$ cat src/rtl/iob_mul_shiftadd_if.sv
// Start/done handshake bundle for the shift-add multiply-accumulate unit.
// The master issues operands and start; the slave returns done and product.
interface iob_mul_shiftadd_if #(
    parameter int DATA_W = 8
);
    logic                start_i;
    logic                done_o;
    logic [DATA_W-1:0]   multiplicand_i;
    logic [DATA_W-1:0]   multiplier_i;
    logic [DATA_W-1:0]   addend_i;
    logic [2*DATA_W-1:0] product_o;

    modport master (
        output start_i, multiplicand_i, multiplier_i, addend_i,
        input  done_o, product_o
    );

    modport slave (
        input  start_i, multiplicand_i, multiplier_i, addend_i,
        output done_o, product_o
    );
endinterface

$ cat src/rtl/iob_mul_shiftadd.sv
// Sequential unsigned multiply-accumulate: product = multiplicand * multiplier + addend.
// The multiplier is consumed one bit per enabled cycle.
// state | meaning
// IDLE  | result valid, done high, start sampled
// RUN   | one multiplier bit processed per enabled edge
module iob_mul_shiftadd #(
    parameter int DATA_W = 8
) (
    input  logic               clk_i,
    input  logic               rst_i,
    input  logic               cke_i,
    iob_mul_shiftadd_if.slave  bus
);
    localparam int CNT_W = (DATA_W > 1) ? $clog2(DATA_W) : 1;
    localparam logic [CNT_W-1:0] CNT_LAST = CNT_W'(DATA_W - 1);

    typedef enum logic {S_IDLE = 1'b0, S_RUN = 1'b1} state_t;

    state_t              state_q, state_d;
    logic [DATA_W-1:0]   mcand_q;
    logic [DATA_W-1:0]   mplier_q;
    logic [2*DATA_W-1:0] acc_q;
    logic [2*DATA_W-1:0] product_q;
    logic [CNT_W-1:0]    cnt_q;
    logic [2*DATA_W-1:0] add_term;
    logic [2*DATA_W-1:0] acc_sum;
    logic                last_bit;

    // Partial product for the current multiplier bit, weighted by the bit position.
    assign add_term = mplier_q[0] ? ({{DATA_W{1'b0}}, mcand_q} << cnt_q) : '0;
    assign acc_sum  = acc_q + add_term;
    assign last_bit = (cnt_q == CNT_LAST);

    always_ff @(posedge clk_i) begin
        if (rst_i) begin
            state_q <= S_IDLE;
        end else if (cke_i) begin
            state_q <= state_d;
        end
    end

    always_comb begin
        state_d = state_q;
        case (state_q)
            S_IDLE:  if (bus.start_i) state_d = S_RUN;
            S_RUN:   if (last_bit)    state_d = S_IDLE;
            default: state_d = S_IDLE;
        endcase
    end

    always_ff @(posedge clk_i) begin
        if (rst_i) begin
            mcand_q   <= '0;
            mplier_q  <= '0;
            acc_q     <= '0;
            product_q <= '0;
            cnt_q     <= '0;
        end else if (cke_i) begin
            case (state_q)
                S_IDLE: begin
                    if (bus.start_i) begin
                        mcand_q  <= bus.multiplicand_i;
                        mplier_q <= bus.multiplier_i;
                        acc_q    <= {{DATA_W{1'b0}}, bus.addend_i};
                        cnt_q    <= '0;
                    end
                end
                S_RUN: begin
                    acc_q    <= acc_sum;
                    mplier_q <= mplier_q >> 1;
                    cnt_q    <= cnt_q + 1'b1;
                    if (last_bit) begin
                        product_q <= acc_sum;
                    end
                end
                default: ;
            endcase
        end
    end

    always_comb begin
        bus.done_o    = (state_q == S_IDLE);
        bus.product_o = product_q;
    end
endmodule

$ cat src/flat_wrapper.sv
// flat-port wrapper written by rule: the top's interface ports become plain ports
module iob_mul_shiftadd_flat 
#(
    parameter int DATA_W = 8
)
  (clk_i, rst_i, cke_i, bus_start_i, bus_multiplicand_i, bus_multiplier_i, bus_addend_i, bus_done_o, bus_product_o);
  iob_mul_shiftadd_if #(.DATA_W(DATA_W)) bus_i ();
  input  logic clk_i;
  input  logic rst_i;
  input  logic cke_i;
  input wire logic [$bits(bus_i.start_i)-1:0] bus_start_i;
  input wire logic [$bits(bus_i.multiplicand_i)-1:0] bus_multiplicand_i;
  input wire logic [$bits(bus_i.multiplier_i)-1:0] bus_multiplier_i;
  input wire logic [$bits(bus_i.addend_i)-1:0] bus_addend_i;
  output wire logic [$bits(bus_i.done_o)-1:0] bus_done_o;
  output wire logic [$bits(bus_i.product_o)-1:0] bus_product_o;
  assign bus_i.start_i = bus_start_i;
  assign bus_i.multiplicand_i = bus_multiplicand_i;
  assign bus_i.multiplier_i = bus_multiplier_i;
  assign bus_i.addend_i = bus_addend_i;
  assign bus_done_o = bus_i.done_o;
  assign bus_product_o = bus_i.product_o;
  iob_mul_shiftadd #(.DATA_W(DATA_W)) u_core (.clk_i(clk_i), .rst_i(rst_i), .cke_i(cke_i), .bus(bus_i));
endmodule
$ cat config.mk
export PLATFORM = sky130hd
export DESIGN_NAME = iob_mul_shiftadd_flat
export DESIGN_NICKNAME = d
export VERILOG_FILES = /design/src/rtl/iob_mul_shiftadd_if.sv /design/src/rtl/iob_mul_shiftadd.sv /design/src/flat_wrapper.sv
export SDC_FILE = /design/constraint.sdc
export NUM_CORES = 1
export LEC_CHECK = 0
export ABC_AREA = 1
export BUFFER_PORTS_ARGS = -buffer_cell sky130_fd_sc_hd__buf_2
export CAP_MARGIN = 30
export CORE_AREA = 2 2 94 96
export CTS_CLUSTER_SIZE = 28
export DETAILED_ROUTE_END_ITERATION = 10
export DIE_AREA = 0 0 96 98
export GPL_TIMING_DRIVEN = 0
export SETUP_SLACK_MARGIN = 0.1
export SLEW_MARGIN = 20
export SYNTH_ARGS = -nofsm -noshare
export SYNTH_HDL_FRONTEND = slang
export SYNTH_SLANG_ARGS = --single-unit
$ cat constraint.sdc
create_clock -name clk_i -period 3.3 [get_ports clk_i]
set_input_delay 0.495 -clock clk_i [delete_from_list [all_inputs] [get_ports clk_i]]
set_output_delay 0.495 -clock clk_i [all_outputs]
set_load 0.03 [all_outputs]
==> results.tsv, run 1 <==
stage	metric	value	unit
clock_tree	cts_buffers	5	
drt	wl_per_cell	12.11	um
worst_setup_path	cp.arrival	2.82	ns
sta	report.final.slew_viol_count	0	
clock_tree	hold_buffers	0	
logic_synthesis	synth_xor_area_share	0.7997	%
sta	relSlewSlack	56.43	%
worst_setup_path	reg2reg_depth	16	
die	io_pins	45	
logic_synthesis	async_flop_share	0	%
worst_setup_path	path_class	reg -> reg	
logic_synthesis	synthSimpleGateAreaFrac	35.19	%
drt	ant_nets	0	
hold_path	whs_path_depth	3	
clock_tree	htreeDepth	2	
sta	setup_ws	0.7186	ns
placed_design	portBuffers	44	
clock_tree	cts_tree	built	
logic_synthesis	syn_nets	537	
hold_path	worstHoldPathType	in -> reg	
sta	hold_viol	0	
clock_tree	cts_sinks	52	
logic_synthesis	yosys_most_used_dff	dfxtp_1	
clock_tree	post_cts_buffers	0	
clock_tree	clk_path_buf_depth	2	
logic_synthesis	seq_area_frac_synth	31.68	%
logic_synthesis	synth_mux_area_share	0.3046	%
layout	syn2layout_area_growth	13.56	%
layout	diodes	0	
die	fp-row-count	34	
logic_synthesis	ys_warn_count	0	
worst_setup_path	cp_max_fo	10	
layout	drive_gt1_share	20.99	%
placed_design	globalplace.congestion	0.8771	
sta	tightest_slew	0.6535	ns
layout	final_util	44.07	%
drt	vias	3100	
drt	drtIter0Drc	121	
job	cap_viol_max_count	0	
placed_design	hpwl	6.267	mm
drt	drc	0	
worst_setup_path	timing.rr.start	u_core.cnt_q[0]	
worst_setup_path	r2r_slack	0.72	ns
outcome	status	complete, no violations	
logic_synthesis	syn_area	0.003286	mm^2
sta	setup_viol_count_final	0	
drt	vias_per_cell	4.762	
logic_synthesis	synth-compound-area-share	15.04	%
die	initial_core_util	38.81	%
sta	tns	0	ns
placed_design	placed_cell_area	0.003641	mm^2
logic_synthesis	synth_edf_count	0	
grt	antenna_found_initial	0	
clock_tree	clkSlewWorstSetupHoldPaths	0.11	ns
worst_setup_path	r2r-end	u_core.acc_q[14]	
sta	grt_setup_unrepaired	false	
drt	routed_wl	7.882	mm
hold_path	hold_end	u_core.mcand_q[0]	
placed_design	pre_cts_ws	0.7711	ns
drt	first_pass_iters	4	
logic_synthesis	synth_top_family_by_area	simple AND/OR/NAND/NOR gates	
die	dieArea	0.009408	mm^2
worst_setup_path	crit_path_start	u_core.cnt_q[0]	
grt	gr-total-overflow	0	
worst_setup_path	end_kind	flop	
grt	grt_pass1_vias	2911	
logic_synthesis	ys_seq_elements	52	
sta	fin_crit	2.581	ns
clock_tree	cts-root-buf	clkbuf_8	
grt	grt_max_degree	18	
pwr	leakage	1.829	nW
layout	fin_area	0.003731	mm^2
grt	grt_pass1_wl	13.39	mm
worst_setup_path	setup.worst_path.start_class	flop	
pwr	p_per_area	329.1	mW/mm^2
die	core	0.008466	mm^2
layout	final_net_count	588	
logic_synthesis	syn-mean-instance-area	6.692	um^2
logic_synthesis	synthAdderAreaFrac	7.083	%
pwr	ir_drop	196.6	uV
die	fp.dieW	96	um
die	die_h	98	um
sta	skew	0.01698	ns
layout	nFillCells	913	
sta	fmaxAchievable	387.4	MHz
worst_setup_path	required	3.54	ns
hold_path	hp-start	bus_multiplicand_i[0]	
logic_synthesis	synth_cells	491	
grt	track_usage	17.75	%
logic_synthesis	ys_types	39	
clock_tree	ctsResizeCount	0	
sta	finalCritPeriodShare	78.22	%
clock_tree	clkLatencyLatePin	0.32	ns
routing by layer:
layer,vias up,track usage [%],routed length [um]
met5,-,0,0
met3,5,2.392,250
met2,47,29.33,3605
met4,0,4.066,60
li1,1684,-,-
met1,1364,24.37,3965
worst max path at each step:
| stage | endpoint | slack (ns) | cells past startpoint |
|---|---|---|---|
| 6_report | u_core.acc_q[14] | 0.72 | 16 |
| 5_1_grt | u_core.acc_q[14] | 0.41 | 16 |
| 2_1_floorplan | u_core.acc_q[11] | 1.20 | 16 |
| 3_3_place_gp | u_core.acc_q[12] | 0.79 | 15 |
| 3_5_place_dp | u_core.acc_q[12] | 0.77 | 15 |
| 4_1_cts | u_core.acc_q[12] | 0.72 | 15 |
cell usage in the layout, fill, tap and decap left out, drive strengths merged:
cell      count
and2          1
clkinv        2
a21oi        28
nor3          2
nand3        35
a31oi        10
buf          56
ha           17
a211oi        2
a22o          3
inv          59
clkbuf       10
dfxtp        52
clkinvlp      1
a21o          1
xor2          1
or2           1
o21ai        29
nor2         45
nand2       169
o211ai        3
nand4         3
mux2i         1
nand3b        2
fa            1
o22ai         7
xnor2         2
power breakdown:
group / switching [mW] / leakage [nW] / total, mW / internal, mW
combinational: 0.113 / 1.36 / 0.180 / 0.0671
clock: 0.231 / 0.0445 / 0.383 / 0.151
sequential: 0.0145 / 0.423 / 0.666 / 0.651
total: 0.358 / 1.83 / 1.23 / 0.869
worst max-delay path: stages (launching register included):
cell	delay [ns]
dfxtp_1	0.44
buf_2	0.24
nand2_1	0.06
o21ai_0	0.12
nand2_1	0.08
o21ai_0	0.13
o22ai_1	0.13
ha_1	0.37
nand2_1	0.10
nand2_1	0.07
nand2_1	0.06
nand2_1	0.07
a21oi_1	0.21
nand2_1	0.08
nand2_1	0.08
nand3_1	0.12
a21oi_2	0.14
sequential cells by signal, summed over array words and instances (netlist names):
signal	count
u_core.acc_q	16
u_core.bus.product_o	16
u_core.cnt_q	3
u_core.mcand_q	8
u_core.mplier_q	8
u_core.state_q	1
cell usage after synthesis (all sizes together) (3+ instances only):
library cell  instances  area [um^2]
o211ai                3        22.52
a22o                  3        26.28
inv                  58        220.2
a31oi                10        62.56
nor2                 45        183.9
ha                   17        212.7
o21ai                29        145.1
nand2               169        674.4
nand4                 3        18.77
buf                  12        82.57
dfxtp                52         1041
clkbuf                5        18.77
o22ai                 7        43.79
a21oi                28        166.4
nand3                35        225.2
cells by family after synthesis:
kind of cell / count (synthesis)
simple gates: 258
mux: 1
xor+xnor: 3
compound gates: 83
fa+ha+maj: 18
flops: 52
buf+inv: 76
metrics by stage:
step           std cells  hold WS [ns]  total power [mW]
3_3_place_gp         643        0.4305            0.8570
4_1_cts              651        0.3906             1.243
2_1_floorplan        491        0.4392            0.8042
5_1_grt              651        0.3972             1.295
3_5_place_dp         643        0.4368            0.8594
6_report             651        0.3942             1.228
area by class of cell:
cell class / count / area [um^2] / share of cell area (%)
Timing Repair Buffer: 44 / 220.2 / 5.902
Multi-Input combinational cell: 363 / 1919 / 51.44
Sequential cell: 52 / 1041 / 27.90
Clock buffer: 5 / 68.82 / 1.844
Inverter: 59 / 224.0 / 6.003
Tap cell: 108 / 135.1 / 3.622
Buffer: 17 / 101.3 / 2.716
Clock inverter: 3 / 21.27 / 0.5701
(Power assumes the default switching activity.)
==> run 2, diff against run 1 <==
==> constraint.sdc (replaced) <==
create_clock -name clk_i -period 2.65 [get_ports clk_i]
set_input_delay 0.3975 -clock clk_i [delete_from_list [all_inputs] [get_ports clk_i]]
set_output_delay 0.3975 -clock clk_i [all_outputs]
set_load 0.03 [all_outputs]
==> run 2 against run 1 <==
Worst hold slack got worse by 0.10 ns. Critical path type unchanged. Sequential cell count unchanged. Combinational power increased by 34%. Final area increased by 3.4%. Sequential power increased by 24%. Critical path depth decreased by 1. Final cell count increased by 0.92%.
==> results.tsv, run 2 (synthesis results as in run 1) <==
stage	metric	value	unit	change
layout	multi_input_area	0.001991	mm^2	+3.7%
worst_setup_path	cp.depth	15		-1
sta	fin_crit	2.412	ns	-0.1690 ns
drt	routed_wl	7.991	mm	+1.4%
clock_tree	cts_tree	built		
sta	tns	0	ns	unchanged
hold_path	worstHoldPathType	in -> reg		
worst_setup_path	worst_path_max_delay_cell	dfxtp_4		
clock_tree	clkLatencyLatePin	0.32	ns	about the same
die	fp.dieW	96	um	unchanged
placed_design	pre_cts_ws	0.1211	ns	-0.6500 ns
job	cap_viol_max_count	0		unchanged
grt	grt_pass1_vias	2911		unchanged
worst_setup_path	crit_path_frequent_cell	nand2_1		
grt	grt_pass1_wl	13.39	mm	unchanged
worst_setup_path	required	2.86	ns	-0.68 ns
grt	track_usage	17.75	%	unchanged
sta	setup_ws	0.2376	ns	-0.4810 ns
grt	gr-total-overflow	0		unchanged
worst_setup_path	cp_max_fo	10		unchanged
layout	syn2layout_area_growth	17.44	%	
clock_tree	clkSlewWorstSetupHoldPaths	0.11	ns	about the same
worst_setup_path	path_class	reg -> reg		
worst_setup_path	setup.worst_path.start_class	flop		
hold_path	whs_path_depth	3		unchanged
die	io_pins	45		unchanged
drt	drc	0		unchanged
layout	diodes	0		unchanged
drt	drtIter0Drc	103		-15%
die	dieArea	0.009408	mm^2	unchanged
layout	final_net_count	594		+1.0%
worst_setup_path	worst-path-buf-inv	2		+1
grt	grt_max_degree	18		unchanged
layout	layout_common_cells	nand2_1 (151), dfxtp_1 (51), inv_1 (48)		
sta	grt_setup_unrepaired	true		
clock_tree	cts_sinks	52		unchanged
worst_setup_path	crit_path_start	u_core.cnt_q[0]		
placed_design	portBuffers	44		unchanged
drt	first_pass_iters	4		unchanged
layout	nFillCells	903		-1.1%
pwr	ir_drop	244.7	uV	+24%
clock_tree	htreeDepth	2		unchanged
drt	ant_nets	0		unchanged
placed_design	hpwl	6.267	mm	unchanged
worst_setup_path	reg2reg_depth	15		-1
drt	wl_per_cell	12.16	um	+0.46%
die	initial_core_util	38.81	%	unchanged
sta	hold_viol	0		unchanged
drt	vias_per_cell	4.807		+0.94%
worst_setup_path	slowest_delay	0.38	ns	-0.06 ns
layout	final_cells	657		+0.92%
worst_setup_path	cpLargestDelayFamily	compound AO/OA/AOI/OAI gates		
placed_design	globalplace.congestion	0.8771		unchanged
sta	tightest_slew	0.6693	ns	+0.01574 ns
sta	relSlewSlack	55.38	%	-1.0 points
worst_setup_path	r2r-end	u_core.acc_q[7]		
clock_tree	cts-root-buf	clkbuf_8		
sta	report.final.slew_viol_count	0		unchanged
layout	final_common_cell	nand2_1		
die	die_h	98	um	unchanged
pwr	leakage	1.859	nW	+1.6%
drt	vias	3158		+1.9%
worst_setup_path	end_kind	flop		
outcome	status	complete, no violations		
grt	antenna_found_initial	0		unchanged
clock_tree	clk_path_buf_depth	2		unchanged
sta	skew	0.01989	ns	+0.002912 ns
worst_setup_path	timing.rr.start	u_core.cnt_q[0]		
sta	fmaxAchievable	414.5	MHz	+7.0%
die	fp-row-count	34		unchanged
sta	setup_viol_count_final	0		unchanged
sta	finalCritPeriodShare	91.03	%	+13 points
worst_setup_path	cp.arrival	2.62	ns	-0.20 ns
placed_design	dp_cells	643		unchanged
layout	drive_gt1_share	25.32	%	+4.3 points
worst_setup_path	path_cells	buf_4 > nand2_1 > o21ai_0 > o21ai_1 > o22ai_1 > ha_1 > buf_4 > nand2_1 > nand2_1 > a21oi_2 > nand2_2 > nand2_1 > nand2_1 > o21ai_1 > a21oi_1		
worst_setup_path	r2r_slack	0.24	ns	-0.48 ns
layout	final_util	45.58	%	+1.5 points
worst_setup_path	critPathCapture	u_core.acc_q[7]		
die	core	0.008466	mm^2	unchanged
clock_tree	cts_buffers	5		unchanged
layout	seqCellArea	0.001045	mm^2	+0.36%
pwr	p_per_area	401.2	mW/mm^2	+22%
[run 2: changes by cell type in the layout (fill, tap and decap cells not counted), sizes merged]
cell,delta
clkbuf,-1
buf,+7
[run 2: final cells by class]
class | instances | share of cell area, %
Multi-Input combinational cell | 363 | 51.59
Sequential cell | 52 | 27.08
Timing Repair Buffer | 50 | 6.874
Inverter | 59 | 5.804
Tap cell | 108 | 3.502
Buffer | 17 | 2.821
Clock buffer | 5 | 1.783
Clock inverter | 3 | 0.5512
[run 2: tightest hold or removal path, cell delays in order]
cell and delay, ns:
buf_2 0.08, nor2_1 0.03, nor2_1 0.08
[run 2: layer usage]
layer / GRT usage, % / vias to the layer above / routed length [um] / part of all wire, %
met1: 24.37 / 1415 / 4025 / 50
met5: 0 / - / 0 / 0
met2: 29.33 / 37 / 3676 / 46
met4: 4.066 / 0 / 81 / 1.0
met3: 2.392 / 6 / 207 / 2.6
li1: - / 1700 / - / -
[run 2: metrics by stage]
step	hold slack (ns)	area, um^2	power [mW]
2_1_floorplan	0.4392	3286	1.001
3_3_place_gp	0.4305	3641	1.067
3_5_place_dp	0.4368	3641	1.070
4_1_cts	0.2931	3732	1.548
5_1_grt	0.2997	3859	1.631
6_report	0.2947	3859	1.548
[run 2: repair_timing]
action,CTS,global route
gates resized for setup,1,33
pin swaps,0,9
setup endpoints to repair,2,19
hold buffers,0,0
buffers inserted,0,6
[run 2: worst min path at each step]
stage	start	endpoint	slack [ns]
after floorplan	u_core.mplier_q[7]	u_core.mplier_q[7]	0.44
after global placement	u_core.bus.product_o[5]	u_core.bus.product_o[5]	0.43
after detailed placement	u_core.bus.product_o[12]	u_core.bus.product_o[12]	0.44
after CTS	bus_multiplicand_i[1]	u_core.mcand_q[1]	0.29
after global routing	bus_multiplicand_i[2]	u_core.mcand_q[2]	0.30
final	bus_multiplicand_i[0]	u_core.mcand_q[0]	0.29
[run 2: where the power goes]
part | internal, mW | leakage (nW) | switching (mW) | total [mW]
Clock | 0.188 | 0.0445 | 0.289 | 0.478
Sequential | 0.810 | 0.424 | 0.0187 | 0.829
Combinational | 0.0953 | 1.39 | 0.146 | 0.241
